===== src/rtl/instruction_encoder_if.sv =====
// Request/memory-write bundle for instruction_encoder.
// The master drives requests and memory status; the slave is the encoder.
interface instruction_encoder_if #(
  parameter int DEPTH = 4
);
  logic                    Valid;
  logic                    Ready;
  logic [3:0]              Mnemonic;
  logic [4:0]              Rs;
  logic [4:0]              Rt;
  logic [4:0]              Rd;
  logic [4:0]              Shamt;
  logic [25:0]             Imm;
  logic                    Flush;
  logic                    MemStall;
  logic                    MemWrite;
  logic [31:0]             MemAddress;
  logic [31:0]             MemData;
  logic                    Illegal;
  logic [$clog2(DEPTH):0]  Count;

  modport master (
    output Valid, Mnemonic, Rs, Rt, Rd, Shamt, Imm, Flush, MemStall,
    input  Ready, MemWrite, MemAddress, MemData, Illegal, Count
  );

  modport slave (
    input  Valid, Mnemonic, Rs, Rt, Rd, Shamt, Imm, Flush, MemStall,
    output Ready, MemWrite, MemAddress, MemData, Illegal, Count
  );
endinterface


===== src/rtl/instruction_encoder.sv =====
// Encodes mnemonic requests into MIPS words, queues them in a small FIFO and
// writes them to sequential instruction-memory addresses.
module instruction_encoder #(
  parameter int          DEPTH     = 4,
  parameter logic [31:0] BASE_ADDR = 32'h0040_0000,
  parameter int          MEM_WORDS = 64
) (
  input  logic                 clk,
  input  logic                 reset,
  instruction_encoder_if.slave bus
);
  localparam int          AW        = $clog2(DEPTH);
  localparam logic [31:0] LAST_ADDR = BASE_ADDR + 32'(4 * (MEM_WORDS - 1));

  logic [31:0]   r_fifo [DEPTH];
  logic [AW-1:0] r_wr_ptr;
  logic [AW-1:0] r_rd_ptr;
  logic [AW:0]   r_count;
  logic          r_mem_write;
  logic [31:0]   r_mem_addr;
  logic [31:0]   r_mem_data;
  logic          r_illegal;

  logic [31:0]   w_word;
  logic          w_legal;
  logic          w_full;
  logic          w_accept;
  logic          w_push;
  logic          w_out_free;
  logic          w_done;
  logic          w_bypass;
  logic          w_fifo_wr;
  logic          w_fifo_pop;
  logic          w_load;

  always_comb begin
    w_word  = '0;
    w_legal = 1'b1;
    case (bus.Mnemonic)
      4'd0:  w_word = {6'h00, bus.Rs, bus.Rt, bus.Rd, bus.Shamt, 6'h20};
      4'd1:  w_word = {6'h00, bus.Rs, bus.Rt, bus.Rd, bus.Shamt, 6'h22};
      4'd2:  w_word = {6'h00, bus.Rs, bus.Rt, bus.Rd, bus.Shamt, 6'h24};
      4'd3:  w_word = {6'h00, bus.Rs, bus.Rt, bus.Rd, bus.Shamt, 6'h25};
      4'd4:  w_word = {6'h00, bus.Rs, bus.Rt, bus.Rd, bus.Shamt, 6'h27};
      4'd5:  w_word = {6'h00, 5'd0, bus.Rt, bus.Rd, bus.Shamt, 6'h00};
      4'd6:  w_word = {6'h00, 5'd0, bus.Rt, bus.Rd, bus.Shamt, 6'h02};
      4'd7:  w_word = {6'h00, bus.Rs, 15'd0, 6'h08};
      4'd8:  w_word = {6'h08, bus.Rs, bus.Rt, bus.Imm[15:0]};
      4'd9:  w_word = {6'h0D, bus.Rs, bus.Rt, bus.Imm[15:0]};
      4'd10: w_word = {6'h0F, 5'd0, bus.Rt, bus.Imm[15:0]};
      4'd11: w_word = {6'h04, bus.Rs, bus.Rt, bus.Imm[15:0]};
      4'd12: w_word = {6'h05, bus.Rs, bus.Rt, bus.Imm[15:0]};
      4'd13: w_word = {6'h02, bus.Imm};
      4'd14: w_word = {6'h03, bus.Imm};
      default: w_legal = 1'b0;
    endcase
  end

  assign w_full     = (r_count == (AW+1)'(DEPTH));
  assign w_accept   = bus.Valid & ~w_full & ~bus.Flush;
  assign w_push     = w_accept & w_legal;
  assign w_out_free = ~r_mem_write | ~bus.MemStall;
  assign w_done     = r_mem_write & ~bus.MemStall;
  // An empty queue lets a fresh word go straight to the output stage.
  assign w_bypass   = w_push & w_out_free & (r_count == '0);
  assign w_fifo_wr  = w_push & ~w_bypass;
  assign w_fifo_pop = w_out_free & (r_count != '0);
  assign w_load     = w_bypass | w_fifo_pop;

  always_ff @(posedge clk) begin
    if (w_fifo_wr && !bus.Flush) r_fifo[r_wr_ptr] <= w_word;
  end

  always_ff @(posedge clk or negedge reset) begin
    if (!reset) begin
      r_wr_ptr <= '0;
      r_rd_ptr <= '0;
      r_count  <= '0;
    end else if (bus.Flush) begin
      r_wr_ptr <= '0;
      r_rd_ptr <= '0;
      r_count  <= '0;
    end else begin
      if (w_fifo_wr)  r_wr_ptr <= r_wr_ptr + 1'b1;
      if (w_fifo_pop) r_rd_ptr <= r_rd_ptr + 1'b1;
      case ({w_fifo_wr, w_fifo_pop})
        2'b10:   r_count <= r_count + 1'b1;
        2'b01:   r_count <= r_count - 1'b1;
        default: r_count <= r_count;
      endcase
    end
  end

  always_ff @(posedge clk or negedge reset) begin
    if (!reset) begin
      r_mem_write <= 1'b0;
      r_mem_addr  <= BASE_ADDR;
      r_mem_data  <= '0;
      r_illegal   <= 1'b0;
    end else begin
      r_illegal <= w_accept & ~w_legal;
      if (bus.Flush) begin
        r_mem_write <= 1'b0;
        r_mem_addr  <= BASE_ADDR;
      end else begin
        if (w_done) r_mem_addr <= (r_mem_addr == LAST_ADDR) ? BASE_ADDR : r_mem_addr + 32'd4;
        if (w_out_free) begin
          r_mem_write <= w_load;
          if (w_load) r_mem_data <= w_fifo_pop ? r_fifo[r_rd_ptr] : w_word;
        end
      end
    end
  end

  assign bus.Ready      = ~w_full;
  assign bus.MemWrite   = r_mem_write;
  assign bus.MemAddress = r_mem_addr;
  assign bus.MemData    = r_mem_data;
  assign bus.Illegal    = r_illegal;
  assign bus.Count      = r_count;
endmodule


===== src/flat_wrapper.sv =====
// flat-port wrapper written by rule: the top's interface ports become plain ports
module instruction_encoder_flat 
#(
  parameter int          DEPTH     = 4,
  parameter logic [31:0] BASE_ADDR = 32'h0040_0000,
  parameter int          MEM_WORDS = 64
)
  (clk, reset, bus_Valid, bus_Mnemonic, bus_Rs, bus_Rt, bus_Rd, bus_Shamt, bus_Imm, bus_Flush, bus_MemStall, bus_Ready, bus_MemWrite, bus_MemAddress, bus_MemData, bus_Illegal, bus_Count);
  instruction_encoder_if #(.DEPTH(DEPTH)) bus_i ();
  input  logic clk;
  input  logic reset;
  input wire logic [$bits(bus_i.Valid)-1:0] bus_Valid;
  input wire logic [$bits(bus_i.Mnemonic)-1:0] bus_Mnemonic;
  input wire logic [$bits(bus_i.Rs)-1:0] bus_Rs;
  input wire logic [$bits(bus_i.Rt)-1:0] bus_Rt;
  input wire logic [$bits(bus_i.Rd)-1:0] bus_Rd;
  input wire logic [$bits(bus_i.Shamt)-1:0] bus_Shamt;
  input wire logic [$bits(bus_i.Imm)-1:0] bus_Imm;
  input wire logic [$bits(bus_i.Flush)-1:0] bus_Flush;
  input wire logic [$bits(bus_i.MemStall)-1:0] bus_MemStall;
  output wire logic [$bits(bus_i.Ready)-1:0] bus_Ready;
  output wire logic [$bits(bus_i.MemWrite)-1:0] bus_MemWrite;
  output wire logic [$bits(bus_i.MemAddress)-1:0] bus_MemAddress;
  output wire logic [$bits(bus_i.MemData)-1:0] bus_MemData;
  output wire logic [$bits(bus_i.Illegal)-1:0] bus_Illegal;
  output wire logic [$bits(bus_i.Count)-1:0] bus_Count;
  assign bus_i.Valid = bus_Valid;
  assign bus_i.Mnemonic = bus_Mnemonic;
  assign bus_i.Rs = bus_Rs;
  assign bus_i.Rt = bus_Rt;
  assign bus_i.Rd = bus_Rd;
  assign bus_i.Shamt = bus_Shamt;
  assign bus_i.Imm = bus_Imm;
  assign bus_i.Flush = bus_Flush;
  assign bus_i.MemStall = bus_MemStall;
  assign bus_Ready = bus_i.Ready;
  assign bus_MemWrite = bus_i.MemWrite;
  assign bus_MemAddress = bus_i.MemAddress;
  assign bus_MemData = bus_i.MemData;
  assign bus_Illegal = bus_i.Illegal;
  assign bus_Count = bus_i.Count;
  instruction_encoder #(.DEPTH(DEPTH), .BASE_ADDR(BASE_ADDR), .MEM_WORDS(MEM_WORDS)) u_core (.clk(clk), .reset(reset), .bus(bus_i));
endmodule

===== config.mk =====
export PLATFORM = sky130hd
export DESIGN_NAME = instruction_encoder_flat
export DESIGN_NICKNAME = d
export VERILOG_FILES = /design/src/rtl/instruction_encoder_if.sv /design/src/rtl/instruction_encoder.sv /design/src/flat_wrapper.sv
export SDC_FILE = /design/constraint.sdc
export NUM_CORES = 1
export LEC_CHECK = 0
export BUFFER_PORTS_ARGS = -buffer_cell sky130_fd_sc_hd__buf_2
export CAP_MARGIN = 10
export CORE_MARGIN = 5
export CORE_UTILIZATION = 51
export DETAILED_ROUTE_END_ITERATION = 8
export PLACE_DENSITY = 0.76
export SLEW_MARGIN = 20
export SYNTH_ARGS = -nofsm -noshare
export SYNTH_HDL_FRONTEND = slang
export SYNTH_SLANG_ARGS = --single-unit

===== constraint.sdc =====
create_clock -name clk -period 3.35 [get_ports clk]
set_clock_uncertainty 0.15 [all_clocks]
set_input_delay 0.1675 -clock clk [delete_from_list [all_inputs] [get_ports clk]]
set_output_delay 0.1675 -clock clk [all_outputs]
set_load 0.005 [all_outputs]

* After elaboration in Yosys (flattened, before gate mapping) *
Memory sizes are Yosys's and may differ from the RTL's.
Cells that the tools add are included.

storage, ports and cells
  register bits after elaboration = 73
  RAM bits = 120
  output and inout bits = 70
  logic and storage cells = 76
  memories kept = 1

memory list
  name           depth  width  read ports  clocked after Yosys merged registers in  wr ports  line                       text
  u_core.r_fifo  4      30     1           0                                        1         instruction_encoder.sv:15  logic [31:0] r_fifo [DEPTH];

cells by class
  $add $sub $neg = 5
  eq/ne operators = 18
  muxes and demuxes = 16
  bitwise gates (word level) = 17
  reductions and logical operators = 12

operator list
  cell                                                                number
  30-bit one-hot mux with 15 select lines                             1
  32-bit two-way mux                                                  4
  32-bit by 3-bit adder with 32-bit output, second input constant     1
  32-bit by 23-bit == test with 1-bit output, second input constant   1
  4-bit == test, second input constant                                7
  4-bit by 3-bit == test with 1-bit output, second input constant     4
  15-bit OR reduction                                                 1
  1-bit bitwise AND                                                   9
  4-bit by 2-bit == test with 1-bit output, second input constant     2
  2-bit two-way mux                                                   4
  2-bit nonzero test                                                  4
  1-bit NOT                                                           6
  3-bit one-hot mux with 2 select lines                               1
  3-bit nonzero test                                                  2
  1-bit two-way mux                                                   5
  2-bit by 1-bit adder with 2-bit output, second input constant       2
  4-bit by 1-bit == test with 1-bit output, second input constant     1
  4-bit zero test                                                     1
  3-bit by 1-bit adder with 3-bit output, second input constant       1
  3-bit == test, second input constant                                1
  3-bit zero test                                                     1
  3-bit two-way mux                                                   1
  3-bit AND reduction                                                 1
  3-bit by 1-bit subtractor with 3-bit output, second input constant  1
  5 further kinds                                                     6

* Logic depth before layout (Yosys ltp) *
Gate-level depths: netlist of the first run.

  depth in word-level cells = 12
  gate-level depth with buffers = 7
  depth with buffers taken out = 6

* Worst setup path after synthesis of the first run *
OpenSTA, ideal clock, no wires.

  path kind = register to register
  start = register u_core.r_count[2], in the netlist u_core.bus.Count[2]
  end = memory u_core.r_fifo[0][0] in the netlist's numbering, enable pin
  arrival time = 1.931 ns
  required time = 2.810 ns
  slack = 0.879 ns
  stages on the path, launching flop included = 5
  period minus slack after synthesis = 2.471 ns
  cells stage by stage = dfrtp_1 > or3b_1 > nand3_1 > a21oi_1 > and2_1

between the ends
  longest elaborated chain between the ends = 12

RTL lines
  element                                    line                       text
  start, declared                            instruction_encoder.sv:18  logic [AW:0] r_count;
  start signal, assigned                     instruction_encoder.sv:87  2'b10: r_count <= r_count + 1'b1;
  start signal, assigned                     instruction_encoder.sv:88  2'b01: r_count <= r_count - 1'b1;
  start signal, assigned                     instruction_encoder.sv:89  default: r_count <= r_count;
  3-bit == test *                            instruction_encoder.sv:59  assign w_full = (r_count == (AW+1)'(DEPTH));
  1-bit NOT *                                --
  net bus_Ready                              flat_wrapper.sv:21         output wire logic [$bits(bus_i.Ready)-1:0] bus_Ready;
  1-bit bitwise AND * (2 in series)          instruction_encoder.sv:60  assign w_accept = bus.Valid & ~w_full & ~bus.Flush;
  1-bit bitwise AND *                        instruction_encoder.sv:61  assign w_push = w_accept & w_legal;
  1-bit bitwise AND (2 in series)            instruction_encoder.sv:65  assign w_bypass = w_push & w_out_free & (r_count == '0);
  1-bit NOT                                  instruction_encoder.sv:66  assign w_fifo_wr = w_push & ~w_bypass;
  1-bit bitwise AND *                        instruction_encoder.sv:66
  1-bit logical AND *                        instruction_encoder.sv:71  if (w_fifo_wr && !bus.Flush) r_fifo[r_wr_ptr] <= w_word;
  1-bit two-way mux *                        instruction_encoder.sv:71
  1-bit two-way mux (implied by the code) *  instruction_encoder.sv:71
  end, declared                              instruction_encoder.sv:15

Mark *: on every way through the listed nets, which the timed path passes. The rest lies on a longest branch.

* Worst setup path in the final report of the first run *
  start = register u_core.r_mem_addr[2], in the netlist u_core.bus.MemAddress[2]
  end = register u_core.r_mem_addr[25], in the netlist u_core.bus.MemAddress[25]

between the ends
  longest elaborated chain between the ends = 4

RTL lines
  element                                                                                                 line                        text
  start, declared                                                                                         instruction_encoder.sv:20   logic [31:0] r_mem_addr;
  start signal, assigned                                                                                  instruction_encoder.sv:106  if (w_done) r_mem_addr <= (r_mem_addr == LAST_ADDR) ? BASE_ADDR : r_mem_addr + 32'd4;
  32-bit by 3-bit adder with 32-bit output or 32-bit by 23-bit == test with 1-bit output (tied branches)  instruction_encoder.sv:106
  32-bit two-way mux * (2 in series)                                                                      instruction_encoder.sv:106
  32-bit two-way mux *                                                                                    instruction_encoder.sv:102  if (bus.Flush) begin

Every way passes the cells marked *; elsewhere a longest branch is shown, timed or not. The select of a mux whose other input is x is not followed.
A chain may end at the register's enable or synchronous reset.

==> results of run 1 <==
-- layer usage --
| metal | part of all wire | vias to the layer above | wire length (um) |
|---|---|---|---|
| li1 | - | 2760 | - |
| met1 | 0.42 | 2914 | 8310 |
| met2 | 0.49 | 237 | 9580 |
| met3 | 0.077 | 29 | 1520 |
| met4 | 0.015 | 0 | 286 |
| met5 | 0 | - | 0 |
-- registers in the layout, summed over array words and instances, names as in the netlist --
| name | count |
|---|---|
| u_core.r_fifo | 120 |
| u_core.bus.MemAddress | 30 |
| u_core.bus.MemData | 30 |
| u_core.bus.Count | 3 |
| u_core.r_rd_ptr | 2 |
| u_core.r_wr_ptr | 2 |
| u_core.bus.Illegal | 1 |
| u_core.bus.MemWrite | 1 |
-- kinds of logic after synthesis --
kind of cell,count (synthesis),synth area share
AND/OR/NAND/NOR,243,0.144
flip-flops,189,0.607
AO/OA/AOI/OAI,98,0.0762
buffers and inverters,61,0.0323
multiplexers,50,0.0999
XOR/XNOR,23,0.0229
adder cells (fa/ha/maj),13,0.0174
other,1,0.000427
-- stage by stage --
| step | cell area (um^2) | instances | hold slack, ps | total power [mW] | utilization |
|---|---|---|---|---|---|
| detailed placement | 9580 | 996 | 230 | 5.11 | 0.560 |
| floorplan | 8790 | 681 | -278 | 4.38 | - |
| finish | 10200 | 1033 | 26.2 | 7.04 | 0.598 |
| global route | 10200 | 1033 | 33.2 | 7.46 | 0.598 |
| global placement | 9580 | 996 | 223 | 5.07 | 0.560 |
| CTS | 10200 | 1033 | 10.8 | 7.12 | 0.598 |
-- how the worst max path moves through the flow --
| stage | startpoint | end | slack (ps) | cells after the start |
|---|---|---|---|---|
| floorplan | u_core.bus.Count[2]$_DFFE_PN0P_ | u_core.r_fifo[0][0]$_DFFE_PP_ | 880 | 4 |
| finish | u_core.bus.MemAddress[2]$_DFFE_PN0P_ | u_core.bus.MemAddress[25]$_DFFE_PN0P_ | 850 | 6 |
| CTS | bus_Flush | u_core.r_fifo[0][24]$_DFFE_PP_ | 820 | 7 |
| detailed placement | bus_Mnemonic[0] | u_core.r_fifo[0][0]$_DFFE_PP_ | 790 | 6 |
| global route | u_core.bus.MemAddress[2]$_DFFE_PN0P_ | u_core.bus.MemAddress[18]$_DFFE_PN0P_ | 590 | 6 |
| global placement | bus_Mnemonic[0] | u_core.r_fifo[0][0]$_DFFE_PP_ | 840 | 6 |
-- cell usage in the layout, fill, tap and decap left out, drive strengths merged, types with 4 or more instances in the layout --
cell type / n
dfrtp: 68
a221oi: 8
a31oi: 23
xnor2: 14
maj3: 7
clkbuf: 17
nand2: 68
nand3: 13
and3: 9
a32o: 5
nand2b: 7
nor2: 75
nor4: 13
clkinv: 8
conb: 4
o21a: 5
buf: 133
and2: 6
dlygate4sd3: 5
nand4: 14
o21ai: 13
mux4: 30
xor2: 9
and4: 7
ha: 5
inv: 23
edfxtp: 120
nor3: 9
a211oi: 4
mux2i: 19
nor2b: 13
o211ai: 7
a21oi: 22
-- worst max-delay path: stages, from the launching register on --
cell,delay [ps]
dfrtp_1,430
ha_1,250
and2_1,230
and4_1,250
a211oi_2,720
nor3b_1,260
o21bai_1,130
-- where the power goes --
group          internal [mW]  switching, mW
clock                   1.01          0.983
combinational          0.863           1.13
sequential              2.81          0.242
total                   4.68           2.36
-- cell type report --
class	instances	share of cell area
clock buffer	17	0.0416
tap	225	0.0275
sequential	189	0.521
multi-input combinational	431	0.311
inverter	18	0.00660
timing repair buffer	138	0.0746
clock inverter	15	0.0175
==> results.sh, run 1 <==
export IMPL_status="completed"
export IMPL_port_buffers=120
export IMPL_setup_violations_final=0
export IMPL_ios=125
export IMPL_nNetsFinal=856
export IMPL_grt_usage=0.206
export IMPL_antenna_found_initial=0
export IMPL_cp_max_fo=14
export IMPL_crit_reg2reg_launch="u_core.bus.MemAddress[2]$_DFFE_PN0P_"
export IMPL_fill_cells=1365
export IMPL_slew_violations=0
export IMPL_synth_largest_area_cell="edfxtp_1"
export IMPL_grt_busiest_layer="met2"
export IMPL_seq_area_um2=5330
export IMPL_vdd_ir_drop_worst_mv=0.410
export IMPL_clock_sinks=189
export IMPL_synth_commonest_cells="edfxtp_1 (120), nor2_1 (71), dfrtp_1 (68), nand2_1 (68), mux4_2 (30)"
export IMPL_fin_tns_setup_ps=0
export IMPL_first_global_vias=5859
export IMPL_die_area_um2=19900
export IMPL_dp_hpwl_um=12800
export IMPL_avgSynthCellArea_um2=12.9
export IMPL_vias_per_cell=5.75
export IMPL_num_vias=5940
export IMPL_syn_to_final_growth_pct=16.5
export IMPL_hold_path_class="input port to flop"
export IMPL_syn_area_um2=8780
export IMPL_yosys_warnings=0
export IMPL_grt_pass1_wl_um=31900
export IMPL_power_density_nw_per_um2=688
export IMPL_r2r_end="u_core.bus.MemAddress[25]$_DFFE_PN0P_"
export IMPL_core_um2=17100
export IMPL_ys_seq_area_frac=0.607
export IMPL_finalWeightedCongestion=0.884
export IMPL_rsz0062_at_grt="no"
export IMPL_synth_cell_type_count=60
export IMPL_drc_errors=0
export IMPL_multiInputGateArea_um2=3180
export IMPL_synth_async_sr_flop_share=0.365
export IMPL_period_share=0.747
export IMPL_rrSetupSlack_ps=850
export IMPL_critPathArrivalTime_ps=2710
export IMPL_max_cap_violations=0
export IMPL_hold_viol_final=0
export IMPL_n_antenna_cell=0
export IMPL_synth_seq_cells=189
export IMPL_grtUsageMet3=0.0468
export IMPL_rows=48
export IMPL_first_pass_iters=7
export IMPL_max_slew_margin=0.354
export IMPL_critPathKind="flop to flop"
export IMPL_dieWidth_um=141
export IMPL_cts_resized_gates=0
export IMPL_drt_iter0_markers=462
export IMPL_htreeDepth=4
export IMPL_die_h_um=141
export IMPL_finalWirelength_um=19700
export IMPL_start_kind="flop"
export IMPL_yosysMostFrequentCell="edfxtp_1"
export IMPL_cts_hold_buf=5
export IMPL_cts_setup_buffers=0
export IMPL_clockBufferDepth=2
export IMPL_drive_gt1_frac=0.267
export IMPL_grt_overflow=0
export IMPL_initial_core_util=0.513
export IMPL_clk_pin_slew_worst_paths_ps=70
export IMPL_holdPathStages=3
export IMPL_wl_per_cell_um=19.1
export IMPL_synthFlopType="edfxtp_1"
export IMPL_setup_ws_ps=849
export IMPL_grt_max_degree=70
export IMPL_reg2reg_depth=6
export IMPL_root_buffer="clkbuf_16"
export IMPL_cp_required_ps=3560
export IMPL_worst_setup_path_end_kind="flop"
export IMPL_numCtsBuffers=17
export IMPL_ant_nets=0
export IMPL_max_slew_worst_pin_slew_ps=968
export IMPL_netlist_top_cells_area="edfxtp_1 (41%), dfrtp_1 (19%), mux4_2 (7.7%), nor2_1 (3.0%), nand2_1 (2.9%)"
export IMPL_dp_slack_ps=790
export IMPL_synth_top_area_share=0.410
export IMPL_syn_inst=678
export IMPL_grt_use_met1=0.286
export IMPL_grtUsageMet2=0.332
export IMPL_insertion_delay_ps=440
export IMPL_min_from="bus_Rs[2]"
export IMPL_hold_end="u_core.r_fifo[3][23]$_DFFE_PP_"
export IMPL_synth_edf_count=120
export IMPL_fin_crit_ps=2500
export IMPL_fmax_ghz=0.400
export IMPL_power_leakage_nw=3.95
export IMPL_cts_tree="yes"
Note: power is estimated with default switching activity, not from simulation.
==> run 2: changes to the inputs <==
- PLACE_DENSITY: 0.76 -> 0.79
- clock period: 3.35 -> 2.3 ns (I/O delays scaled with it)
==> run 2 against run 1 <==
  * Critical path depth grew 1
  * Largest power group unchanged
  * Wire length grew 4.6%
  * Cell count grew 3.5%
  * Sequential cell count is the same
  * The run now ends with negative hold slack left
  * Combinational power grew 61%
==> results.sh, run 2 (synthesized netlist as in run 1, its figures left out) <==
export IMPL_status="complete, but fails checks"
export IMPL_violations="negative hold slack"
export IMPL_rows=48
export IMPL_rsz0062_at_grt="no"
export IMPL_multiInputGateArea_um2=3190
export IMPL_critPathKind="flop to flop"
export IMPL_nNetsFinal=892
export IMPL_insertion_delay_ps=430
export IMPL_placed_area_um2=9890
export IMPL_swShare=0.337
export IMPL_max_cap_violations=0
export IMPL_dieWidth_um=141
export IMPL_cp_required_ps=2470
export IMPL_ant_nets=0
export IMPL_ios=125
export IMPL_post_route_cell_area_um2=10600
export IMPL_vdd_ir_drop_worst_mv=0.701
export IMPL_drive_gt1_frac=0.295
export IMPL_cts_setup_buffers=0
export IMPL_period_share=0.938
export IMPL_root_buffer="clkbuf_16"
export IMPL_final_util=0.621
export IMPL_syn_to_final_growth_pct=21.0
export IMPL_worst_setup_path_end_kind="flop"
export IMPL_die_h_um=141
export IMPL_whs_ps=-6.10
export IMPL_hold_viol_final=4
export IMPL_power_leakage_nw=4.16
export IMPL_drc_errors=0
export IMPL_power_density_nw_per_um2=991
export IMPL_max_slew_margin=0.306
export IMPL_finalWeightedCongestion=0.892
export IMPL_fin_crit_ps=2160
export IMPL_vias_per_cell=5.74
export IMPL_core_um2=17100
export IMPL_largest_reg_flops=120
export IMPL_final_common_cell="edfxtp_1"
export IMPL_clk_pin_slew_worst_paths_ps=80
export IMPL_net_switching_power_mw=3.55
export IMPL_cts_resized_gates=0
export IMPL_grt_overflow=0
export IMPL_finalNonFillerCells=1069
export IMPL_hold_path_class="input port to flop"
export IMPL_clock_sinks=189
export IMPL_slew_violations=0
export IMPL_first_pass_iters=5
export IMPL_cpPeakStageDelay_ps=410
export IMPL_cp_slowest_cell="fa_1"
export IMPL_numCtsBuffers=17
export IMPL_die_area_um2=19900
export IMPL_grt_max_degree=70
export IMPL_cp_num_buf_inv=1
export IMPL_seq_area_um2=5330
export IMPL_drt_iter0_markers=504
export IMPL_power_frac_comb=0.307
export IMPL_cp_cell_sequence="buf_4, nor3_2, a311oi_2, fa_1, mux2i_1, xor2_1, nor2_1"
export IMPL_critPathArrivalTime_ps=2330
export IMPL_initial_core_util=0.513
export IMPL_n_antenna_cell=0
export IMPL_dp_slack_ps=153
export IMPL_max_slew_worst_pin_slew_ps=1040
export IMPL_setup_violations_final=0
export IMPL_fin_tns_setup_ps=0
export IMPL_finalWirelength_um=20600
export IMPL_cp_max_fo=5
export IMPL_htreeDepth=4
export IMPL_fill_cells=1304
export IMPL_first_global_vias=6279
export IMPL_fmax_ghz=0.463
export IMPL_wl_per_cell_um=19.3
export IMPL_crit_family="simple AND/OR/NAND/NOR gates"
export IMPL_port_buffers=120
export IMPL_antenna_found_initial=0
export IMPL_placedCellCount=1025
export IMPL_seqPwrFrac=0.413
export IMPL_setup_ws_ps=142
export IMPL_clockPowerShare=0.280
export IMPL_clockBufferDepth=2
export IMPL_grt_usage=0.215
export IMPL_num_vias=6139
export IMPL_regMostFlops="u_core.r_fifo"
export IMPL_dp_hpwl_um=13500
export IMPL_most_common_layout_cells="edfxtp_1 (120), buf_2 (119), nor2_1 (71)"
export IMPL_grt_pass1_wl_um=33200
export IMPL_p_int_mw=6.99
export IMPL_start_kind="flop"
export IMPL_cts_tree="yes"
run 2: worst register-to-register path: stages, from the launching register on:
cell and delay, ps:
dfrtp_1 380, buf_4 150, nor3_2 400, a311oi_2 130
fa_1 410, mux2i_1 200, xor2_1 170, nor2_1 50
run 2: area by class of cell:
cell class | count | area share
flip-flops and latches | 189 | 0.502
multi-input cells | 431 | 0.301
repair buffers | 174 | 0.107
clock buffers | 17 | 0.0400
well taps | 225 | 0.0265
clock inverters | 15 | 0.0175
inverters | 18 | 0.00636
run 2: what timing repair did:
action | in CTS | in global routing
setup endpoints to repair | 0 | 0
hold endpoints to repair | 114 | 0
hold buffers | 12 | 0
run 2: layer usage:
| metal | wire length [um] | GRT usage | share of wire |
|---|---|---|---|
| met1 | 8340 | 0.281 | 0.40 |
| met2 | 10500 | 0.361 | 0.51 |
| met3 | 1430 | 0.0414 | 0.070 |
| met4 | 377 | 0.0729 | 0.018 |
| met5 | 0 | 0 | 0 |
run 2: final timing paths:
kind	end	from	slack, ps	cells past startpoint
hold reg to reg	u_core.bus.MemData[21]$_DFFE_PN0P_	u_core.bus.MemData[21]$_DFFE_PN0P_	350	1
max in group asynchronous	u_core.r_rd_ptr[0]$_DFFE_PN0P_	reset	1100	2
hold / removal	u_core.bus.MemData[17]$_DFFE_PN0P_	bus_Rt[1]	-6	5
min in group asynchronous	u_core.bus.MemData[17]$_DFFE_PN0P_	reset	230	2
setup / recovery	u_core.bus.Count[2]$_DFFE_PN0P_	u_core.bus.Count[0]$_DFFE_PN0P_	140	7
setup reg to reg	u_core.bus.Count[2]$_DFFE_PN0P_	u_core.bus.Count[0]$_DFFE_PN0P_	140	7
run 2: stage by stage:
stage | hold WS [ps] | power [mW]
floorplan | -331 | 6.38
global placement | 161 | 7.51
detailed placement | 167 | 7.64
CTS | 1.34 | 10.6
global route | 4.31 | 11.1
finish | -6.10 | 10.5
run 2: power groups by stage:
stage	Clock (mW)	Sequential [mW]	Combinational, mW
2_1_floorplan	0	4.40	1.98
3_3_place_gp	0	4.41	3.10
3_5_place_dp	0	4.42	3.22
4_1_cts	2.99	4.36	3.28
5_1_grt	3.15	4.41	3.56
6_report	2.95	4.36	3.23
